## src/rtl/exe_stage_md.sv

```systemverilog
// Execute stage: one-hot ALU, multi-cycle multiply, iterative restoring divide,
// data SRAM request generation and a result bypass toward decode.
module exe_stage_md #(
  parameter int MUL_LAT  = 2,
  parameter int DIV_BITS = 1,
  parameter int FWD_EN   = 1
) (
  input  logic        clk,
  input  logic        resetn,
  input  logic        ds2es_valid,
  output logic        es_allowin,
  input  logic [31:0] ds_pc,
  input  logic [31:0] ds_src1,
  input  logic [31:0] ds_src2,
  input  logic [31:0] ds_rkd,
  input  logic [11:0] ds_alu_op,
  input  logic [2:0]  ds_md_op,
  input  logic        ds_mem_we,
  input  logic        ds_res_from_mem,
  input  logic        ds_gr_we,
  input  logic [1:0]  ds_mem_size,
  input  logic [4:0]  ds_dest,
  input  logic        flush,
  input  logic        ms_allowin,
  output logic        es2ms_valid,
  output logic [31:0] es_pc,
  output logic [31:0] es_result,
  output logic        es_res_from_mem,
  output logic        es_gr_we,
  output logic [4:0]  es_dest,
  output logic        data_sram_en,
  output logic [3:0]  data_sram_we,
  output logic [31:0] data_sram_addr,
  output logic [31:0] data_sram_wdata,
  output logic        fwd_valid,
  output logic [4:0]  fwd_dest,
  output logic [31:0] fwd_data,
  output logic        fwd_stall
);
  localparam int DIV_ITERS = 32 / DIV_BITS;

  typedef enum logic [1:0] {S_IDLE, S_MUL, S_DIV, S_DONE} state_t;

  state_t      state_q;
  logic        es_valid_q;
  logic [4:0]  cnt_q;
  logic [31:0] pc_q, src1_q, src2_q, rkd_q;
  logic [11:0] alu_op_q;
  logic [2:0]  md_op_q;
  logic        mem_we_q, res_from_mem_q, gr_we_q;
  logic [1:0]  mem_size_q;
  logic [4:0]  dest_q;
  logic [31:0] quo_q, rem_q, dsr_q;
  logic [31:0] quo_d, rem_d;

  logic        es_ready_go, accept, ds_div_signed;
  logic [31:0] ds_a_abs, ds_b_abs;
  logic [31:0] alu_res, md_res, div_q, div_r;
  logic        div_sgn, q_neg, r_neg, div_zero, mul_sx, fwd_v;
  logic signed [32:0] mul_a, mul_b;
  logic signed [63:0] mul_p;
  logic [3:0]  byte_mask;

  function automatic logic [31:0] alu_f(input logic [11:0] op, input logic [31:0] a,
                                        input logic [31:0] b);
    logic [31:0] r;
    r = '0;
    if (op[0])  r = r | (a + b);
    if (op[1])  r = r | (a - b);
    if (op[2])  r = r | {31'd0, $signed(a) < $signed(b)};
    if (op[3])  r = r | {31'd0, a < b};
    if (op[4])  r = r | (a & b);
    if (op[5])  r = r | ~(a | b);
    if (op[6])  r = r | (a | b);
    if (op[7])  r = r | (a ^ b);
    if (op[8])  r = r | (a << b[4:0]);
    if (op[9])  r = r | (a >> b[4:0]);
    if (op[10]) r = r | $unsigned($signed(a) >>> b[4:0]);
    if (op[11]) r = r | b;
    return r;
  endfunction

  // One restoring step: shift the next dividend bit into the partial remainder.
  function automatic logic [63:0] div_step(input logic [31:0] r, input logic [31:0] q,
                                           input logic [31:0] d);
    logic [32:0] t;
    logic [31:0] qn;
    t  = {r, q[31]};
    qn = {q[30:0], 1'b0};
    if (t >= {1'b0, d}) begin
      t     = t - {1'b0, d};
      qn[0] = 1'b1;
    end
    return {t[31:0], qn};
  endfunction

  assign es_ready_go = (state_q == S_IDLE) || (state_q == S_DONE);
  // A flushed instruction is dead, so its slot can take a new one in the same cycle.
  assign es_allowin  = resetn && (!es_valid_q || (es_ready_go && ms_allowin) || flush);
  assign accept      = ds2es_valid && es_allowin;
  assign es2ms_valid = es_valid_q && es_ready_go && !flush;

  assign ds_div_signed = ~ds_md_op[0];
  assign ds_a_abs = (ds_div_signed && ds_src1[31]) ? -ds_src1 : ds_src1;
  assign ds_b_abs = (ds_div_signed && ds_src2[31]) ? -ds_src2 : ds_src2;

  always_comb begin
    rem_d = rem_q;
    quo_d = quo_q;
    for (int i = 0; i < DIV_BITS; i++) {rem_d, quo_d} = div_step(rem_d, quo_d, dsr_q);
  end

  always_ff @(posedge clk or negedge resetn) begin
    if (!resetn) begin
      es_valid_q <= 1'b0;
      state_q    <= S_IDLE;
      cnt_q      <= '0;
      quo_q      <= '0;
      rem_q      <= '0;
      dsr_q      <= '0;
    end else begin
      if (es_allowin) es_valid_q <= ds2es_valid;
      if (accept) begin
        quo_q <= ds_a_abs;
        rem_q <= '0;
        dsr_q <= ds_b_abs;
        case (ds_md_op)
          3'd0:             begin state_q <= S_IDLE; cnt_q <= '0; end
          3'd1, 3'd2, 3'd3: begin state_q <= S_MUL;  cnt_q <= 5'(MUL_LAT - 1); end
          default:          begin state_q <= S_DIV;  cnt_q <= 5'(DIV_ITERS - 1); end
        endcase
      end else if (flush) begin
        state_q <= S_IDLE;
        cnt_q   <= '0;
      end else begin
        case (state_q)
          S_MUL: if (cnt_q == 5'd0) state_q <= S_DONE; else cnt_q <= cnt_q - 5'd1;
          S_DIV: begin
            quo_q <= quo_d;
            rem_q <= rem_d;
            if (cnt_q == 5'd0) state_q <= S_DONE; else cnt_q <= cnt_q - 5'd1;
          end
          S_DONE: if (es_allowin) state_q <= S_IDLE;
          default: ;
        endcase
      end
    end
  end

  always_ff @(posedge clk or negedge resetn) begin
    if (!resetn) begin
      pc_q           <= '0;
      src1_q         <= '0;
      src2_q         <= '0;
      rkd_q          <= '0;
      alu_op_q       <= '0;
      md_op_q        <= '0;
      mem_we_q       <= 1'b0;
      res_from_mem_q <= 1'b0;
      gr_we_q        <= 1'b0;
      mem_size_q     <= '0;
      dest_q         <= '0;
    end else if (accept) begin
      pc_q           <= ds_pc;
      src1_q         <= ds_src1;
      src2_q         <= ds_src2;
      rkd_q          <= ds_rkd;
      alu_op_q       <= ds_alu_op;
      md_op_q        <= ds_md_op;
      mem_we_q       <= ds_mem_we;
      res_from_mem_q <= ds_res_from_mem;
      gr_we_q        <= ds_gr_we;
      mem_size_q     <= ds_mem_size;
      dest_q         <= ds_dest;
    end
  end

  assign alu_res = alu_f(alu_op_q, src1_q, src2_q);

  // Sign-extend for mulh only; the truncated 64-bit product is exact for both signednesses.
  assign mul_sx = (md_op_q == 3'd2);
  assign mul_a  = {mul_sx & src1_q[31], src1_q};
  assign mul_b  = {mul_sx & src2_q[31], src2_q};
  assign mul_p  = 64'(mul_a) * 64'(mul_b);

  assign div_sgn  = ~md_op_q[0];
  assign q_neg    = div_sgn & (src1_q[31] ^ src2_q[31]);
  assign r_neg    = div_sgn & src1_q[31];
  assign div_zero = (src2_q == 32'd0);
  assign div_q    = div_zero ? 32'hFFFF_FFFF : (q_neg ? -quo_q : quo_q);
  assign div_r    = div_zero ? src1_q : (r_neg ? -rem_q : rem_q);

  always_comb begin
    md_res = '0;
    case (md_op_q)
      3'd1:       md_res = mul_p[31:0];
      3'd2, 3'd3: md_res = mul_p[63:32];
      3'd4, 3'd5: md_res = div_q;
      3'd6, 3'd7: md_res = div_r;
      default:    md_res = '0;
    endcase
  end

  assign es_result       = (md_op_q != 3'd0) ? md_res : alu_res;
  assign es_pc           = pc_q;
  assign es_res_from_mem = res_from_mem_q;
  assign es_gr_we        = gr_we_q;
  assign es_dest         = dest_q;

  assign data_sram_en   = es_valid_q && (mem_we_q || res_from_mem_q) && ms_allowin && !flush;
  assign data_sram_addr = alu_res;

  always_comb begin
    byte_mask = 4'b1111;
    case (mem_size_q)
      2'd0:    byte_mask = 4'b0001 << alu_res[1:0];
      2'd1:    byte_mask = alu_res[1] ? 4'b1100 : 4'b0011;
      default: byte_mask = 4'b1111;
    endcase
  end

  assign data_sram_we    = (data_sram_en && mem_we_q) ? byte_mask : 4'b0000;
  assign data_sram_wdata = (mem_size_q == 2'd0) ? {4{rkd_q[7:0]}} :
                           (mem_size_q == 2'd1) ? {2{rkd_q[15:0]}} : rkd_q;

  assign fwd_v     = es_valid_q && gr_we_q && (dest_q != 5'd0);
  assign fwd_valid = (FWD_EN != 0) && fwd_v;
  assign fwd_dest  = (FWD_EN != 0) ? dest_q : 5'd0;
  assign fwd_data  = (FWD_EN != 0) ? es_result : 32'd0;
  assign fwd_stall = fwd_valid && (res_from_mem_q || !es_ready_go);
endmodule

```

## config.mk

```make
export PLATFORM = sky130hd
export DESIGN_NAME = exe_stage_md
export DESIGN_NICKNAME = d
export VERILOG_FILES = /design/src/rtl/exe_stage_md.sv
export SDC_FILE = /design/constraint.sdc
export NUM_CORES = 2
export LEC_CHECK = 0
export BUFFER_PORTS_ARGS = -buffer_cell sky130_fd_sc_hd__clkbuf_2
export CORE_UTILIZATION = 65
export CTS_BUF_LIST = sky130_fd_sc_hd__clkbuf_2
export DETAILED_ROUTE_END_ITERATION = 12
export GPL_ROUTABILITY_DRIVEN = 0
export MAX_ROUTING_LAYER = met4
export PLACE_DENSITY = 0.81
export SYNTH_ARGS = -nofsm -noshare
export SYNTH_HDL_FRONTEND = slang
export SYNTH_SLANG_ARGS = --single-unit
```

## constraint.sdc

```tcl
create_clock -name clk -period 12.1 [get_ports clk]
set_clock_uncertainty 0.15 [all_clocks]
set_input_delay 0 -clock clk [delete_from_list [all_inputs] [get_ports clk]]
set_output_delay 0 -clock clk [all_outputs]
set_load 0.005 [all_outputs]
```

==> summary.md, run 1 <==
| Metric | Value |
|---|---|
| Syn Nets | 9,107 |
| CTS buffer count | 67 |
| DP HPWL | between 150,000 and 200,000 um |
| Max clock buf depth | 3 |
| Err | [ERROR GRT-0232] Routing congestion too high. Check the congestion heatmap in the GUI. |
| Die extent in y | 312 um |
| Initial Utilization | between 60 and 70% |
| Die W | approximately 310 um |
| Largest net degree at the start of global routing | 177 |
| Yosys warning count | 0 |
| # rows | roughly 110 |
| Primary FF master, synth | dfrtp_1 |
| Synthesized area | 62,300 um^2 |
| Clk sinks | 256 |
| EDFF count, synth | 0 |
| GRT Util Overall | 72.5% |
| GR Overflow Total | 45 |
| # H-tree levels | 3 |
| Boundary pin count | approximately 340 |
| Status | aborted with a tool error |
| Post-CTS setup buffers | 0 |
| Root Buffer | clkbuf_2 |
| Post-Syn Instances | 7,472 |
| Async S/R FF share, synth | between 90% and 100% |
| Avg Synthesized Cell Area | 8.33 um^2 |
| Port bufs | 338 |
| Register area share after synthesis | roughly a tenth |
| Synth Register Bits | ~260 |
| Synth unique cells | a little over 100 |
| Fail Step | global routing |
[through the flow]
stage,cells,hold WS [ps],utilization (%),setup slack (ps),area [um^2]
3_3_place_gp,8711,-181,67.9,2150,64500
4_1_cts,9382,30.8,74.4,735,70700
3_5_place_dp,8711,-177,67.9,1850,64500
2_1_floorplan,7472,-446,-,2700,62300
[routing by layer]
metal | GRT usage (%) | GRT overflow
met5 | - | -
met4 | 64.7 | 14
met3 | 61.5 | 14
met2 | 84.0 | 12
met1 | 72.8 | 5
[logic make-up after synthesis]
| family | count (synthesis) | synth area share (%) |
|---|---|---|
| AO/OA/AOI/OAI | 1119 | 11.8 |
| multiplexers | 187 | 4.26 |
| AND/OR/NAND/NOR | 2370 | 15.7 |
| flip-flops | 256 | 10.3 |
| adder cells (fa/ha/maj) | 1477 | 43.3 |
| buffers and inverters | 1825 | 11.3 |
| XOR/XNOR | 238 | 3.35 |
[cell usage after synthesis (66+ instances only)]
| master | instances | area, um^2 |
|---|---|---|
| a21oi_1 | 267 | 1340 |
| xor2_1 | 76 | 666 |
| dfrtp_1 | 256 | 6410 |
| buf_1 | 92 | 345 |
| clkbuf_1 | 337 | 1260 |
| fa_1 | 1128 | 22600 |
| inv_1 | 1299 | 4880 |
| nor2_1 | 555 | 2080 |
| a31oi_1 | 66 | 413 |
| mux2i_1 | 102 | 1020 |
| ha_1 | 349 | 4370 |
| nand2_1 | 1434 | 5380 |
| nor3_1 | 86 | 430 |
| o21ai_0 | 302 | 1510 |
| xnor2_1 | 162 | 1420 |
[what timing repair did]
action,CTS
gates resized for setup,0
hold endpoints to repair,449
hold buffers,560
==> inputs of run 2 (changes only) <==
==> config.mk (replaced) <==
export PLATFORM = sky130hd
export DESIGN_NAME = exe_stage_md
export DESIGN_NICKNAME = d
export VERILOG_FILES = /design/src/rtl/exe_stage_md.sv
export SDC_FILE = /design/constraint.sdc
export NUM_CORES = 2
export LEC_CHECK = 0
export BUFFER_PORTS_ARGS = -buffer_cell sky130_fd_sc_hd__clkbuf_2
export CORE_UTILIZATION = 40
export DETAILED_ROUTE_END_ITERATION = 12
export GPL_ROUTABILITY_DRIVEN = 0
export PLACE_DENSITY_LB_ADDON = 0.15
export SYNTH_ARGS = -nofsm -noshare
export SYNTH_HDL_FRONTEND = slang
export SYNTH_SLANG_ARGS = --single-unit
==> run 2 against run 1 <==
The flow now finishes, with violations (capacitance limit, slew limit). Synthesized cell count stayed put. Synthesized area stayed put.
==> summary.md, run 2 <==
| Metric | Value |
|---|---|
| Fmax | 0.0895 GHz |
| Worst Path Required | roughly 12,000 ps |
| Register area share after synthesis | 10.3% |
| Share of layout cells above drive strength 1 | 8.98% |
| Busiest grt layer | met2 |
| # DRC | 0 |
| Boundary pin count | 339 |
| Reg-to-Reg Start | dsr_q[0]$_DFFE_PN0P_ |
| GR Overflow Total | 0 |
| Status | finished with violations |
| Clock slew seen by the registers of the worst setup and hold paths | 70 ps |
| Worst-Skew Late Latency | 680 ps |
| Synthesized area | 62,300 um^2 |
| Largest fanout on the critical path | 26 |
| Final wirelength | 276,000 um |
| Normalized max-slew margin | -1.48% |
| Global-route wire length before repair | 405,000 um |
| Top cells by area, synth | fa_1, dfrtp_1, nand2_1 |
| Most common cell on crit path | fa_1 |
| CORE AREA | 154,000 um^2 |
| CP delay by family, top | adder cells |
| EDFF count, synth | 0 |
| Synth Register Bits | 256 |
| CP endpoint kind | output port |
| RSZ-0062 raised after global routing | no |
| Max Cap Violations | 3 |
| Initial Utilization | 40.4% |
| Failing checks | capacitance limit, slew limit |
| Sink of the worst hold path | rkd_q[5]$_DFFE_PN0P_ |
| Async S/R FF share, synth | 100% |
| R2r setup slk | 7550 ps |
| Vias post-DR | 57,433 |
| CTS buffer count | 30 |
| Count leader, synth | nand2_1 |
| Largest net degree at the start of global routing | around 130 |
| GRT Util Overall | 35.4% |
| Setup TNS | 0 ps |
| WP buf/inv | 4 |
| Root Buffer | clkbuf_16 |
| Die W | 397 um |
| Primary FF master, synth | dfrtp_1 |
| CP peak stage delay | 1070 ps |
| DP HPWL | ~210,000 um |
| Final nets | roughly 9,400 |
| Syn Nets | slightly above 9,000 |
| Hold Path Class | input port to register |
| P&R area growth vs syn | 11.8% |
| CTS tree | yes |
| Most common cell after layout, fill and taps aside | nand2_1 |
| Post-Syn Instances | 7,472 |
| Final hold vios | 0 |
| Port bufs | 338 |
| ANT nets after route | 0 |
| Synth unique cells | 101 |
| CP startpoint kind | register |
| Die area | 157,000 um^2 |
| # rows | 144 |
| Cell Chain, Critical Path | clkinv_1 > nor2_1 > fa_1 > fa_1 > fa_1 > inv_1 > fa_1 > fa_1 > fa_1 > fa_1 > inv_1 > fa_1 > ha_1 > a21oi_1 > o211ai_1 > a211oi_1 > a21oi_1 > o31ai_1 > o21bai_1 > o21a_1 > a21oi_1 > xor2_1 > a211oi_1 > clkbuf_2 |
| Routing usage on met2 | 54.4% |
| Most instantiated cells after synthesis | nand2_1, inv_1, fa_1, nor2_1, ha_1 |
| Worst R2R End | rem_q[30]$_DFFE_PN0P_ |
| Max clock buf depth | 3 |
| GR Util met3 | 11.3% |
| Origin of the worst min-delay path | ds_rkd[5] |
| Drt wl/cell | 28.0 um |
| Max Slew Vio Count | 3 |
| CP Launch Point | src1_q[14]$_DFFE_PN0P_ |
| Post-CTS Resized | 0 |
| Avg Synthesized Cell Area | 8.33 um^2 |
| # H-tree levels | 1 |
| Yosys warning count | 0 |
| Drt first-iter violations | 6,765 |
| Critical path type | register to output port |
| Setup Viol. Count Final | 0 |
| Most frequent cells in the layout | nand2_1, inv_1, fa_1 |
| Fill count | 15,378 |
| Slowest stage cell, crit path | o31ai_1 |
| Clk sinks | 256 |
| Met1 Usage GRT | 42.8% |
| Arr. time, crit path | ~11,000 ps |
| R2R cell count | 13 |
| Crit path time final | 11,170 ps |
| Cell taking the most area after synthesis | fa_1 |
| Area share of the largest cell type after synthesis | around 36% |
| Final period util | 92.3% |
| Initial antenna violation count | 32 |
| Hold path cells | 4 |
| Die extent in y | 397 um |
| Least-Margin Pin Slew | 1510 ps |
| Post-DR vias/cell | 5.82 |
| First-pass DRT Iterations | 12 |
| Vias in the first global route | 58,806 |
run 2: cell counts after synthesis:
No cell type changed its count.
run 2: cell families after synthesis:
logic type | after synthesis | share of synthesized area [%]
AND/OR/NAND/NOR | 2370 | 15.7
XOR/XNOR | 238 | 3.35
AO/OA/AOI/OAI | 1119 | 11.8
flip-flops | 256 | 10.3
multiplexers | 187 | 4.26
buffers and inverters | 1825 | 11.3
adder cells (fa/ha/maj) | 1477 | 43.3
run 2: worst max path at each step:
stage | endpoint | slack, ps | cells past startpoint
after floorplan | fwd_data[31] | 2700 | 32
after global placement | es_result[20] | 1860 | 29
after detailed placement | fwd_data[30] | 1930 | 26
after CTS | fwd_data[30] | 1180 | 26
after global routing | es_result[20] | 660 | 29
final | es_result[20] | 930 | 24
run 2: tightest hold or removal path: stages:
cell	delay, ps
dlygate4sd3_1	520
clkbuf_2	110
nand2_1	40
nand2_1	50
run 2: timing repair:
action                     4_1_cts  5_1_grt
setup buffers                    0        0
hold endpoints to repair       486        0
hold buffers                   275        0
setup endpoints to repair        0        0
run 2: layer usage:
layer | part of all wire (%) | wire length [um]
met3 | 11 | 30700
met5 | 0.080 | 221
met2 | 44 | 121000
met1 | 37 | 102000
met4 | 8.1 | 22400
run 2: final cells by class:
class | instances | area, um^2 | area share, %
multi-input combinational | 5391 | 48800 | 70.2
inverter | 1323 | 4970 | 7.14
antenna | 20 | 50.0 | 0.0719
tap | 2044 | 2560 | 3.68
clock buffer | 42 | 866 | 1.24
clock inverter | 11 | 190 | 0.273
timing repair buffer | 775 | 5700 | 8.19
sequential | 256 | 6430 | 9.24
run 2: per-stage QoR:
| stage | cell area [um^2] | cells | hold slack [ps] | util, % | setup WS, ps |
|---|---|---|---|---|---|
| 6_report | 69600 | 9862 | 6.45 | 45.1 | 930 |
| 5_1_grt | 69500 | 9843 | 32.1 | 45.1 | 665 |
| 4_1_cts | 69500 | 9840 | 0.945 | 45.1 | 1180 |
| 3_5_place_dp | 65700 | 9512 | -151 | 42.6 | 1930 |
| 3_3_place_gp | 65700 | 9512 | -154 | 42.6 | 1860 |
| 2_1_floorplan | 62300 | 7472 | -446 | - | 2700 |
Power of run 2 is left out: the tool's default activity adds up to more than one toggle a clock period on the data nets, which glitch-free logic cannot reach.
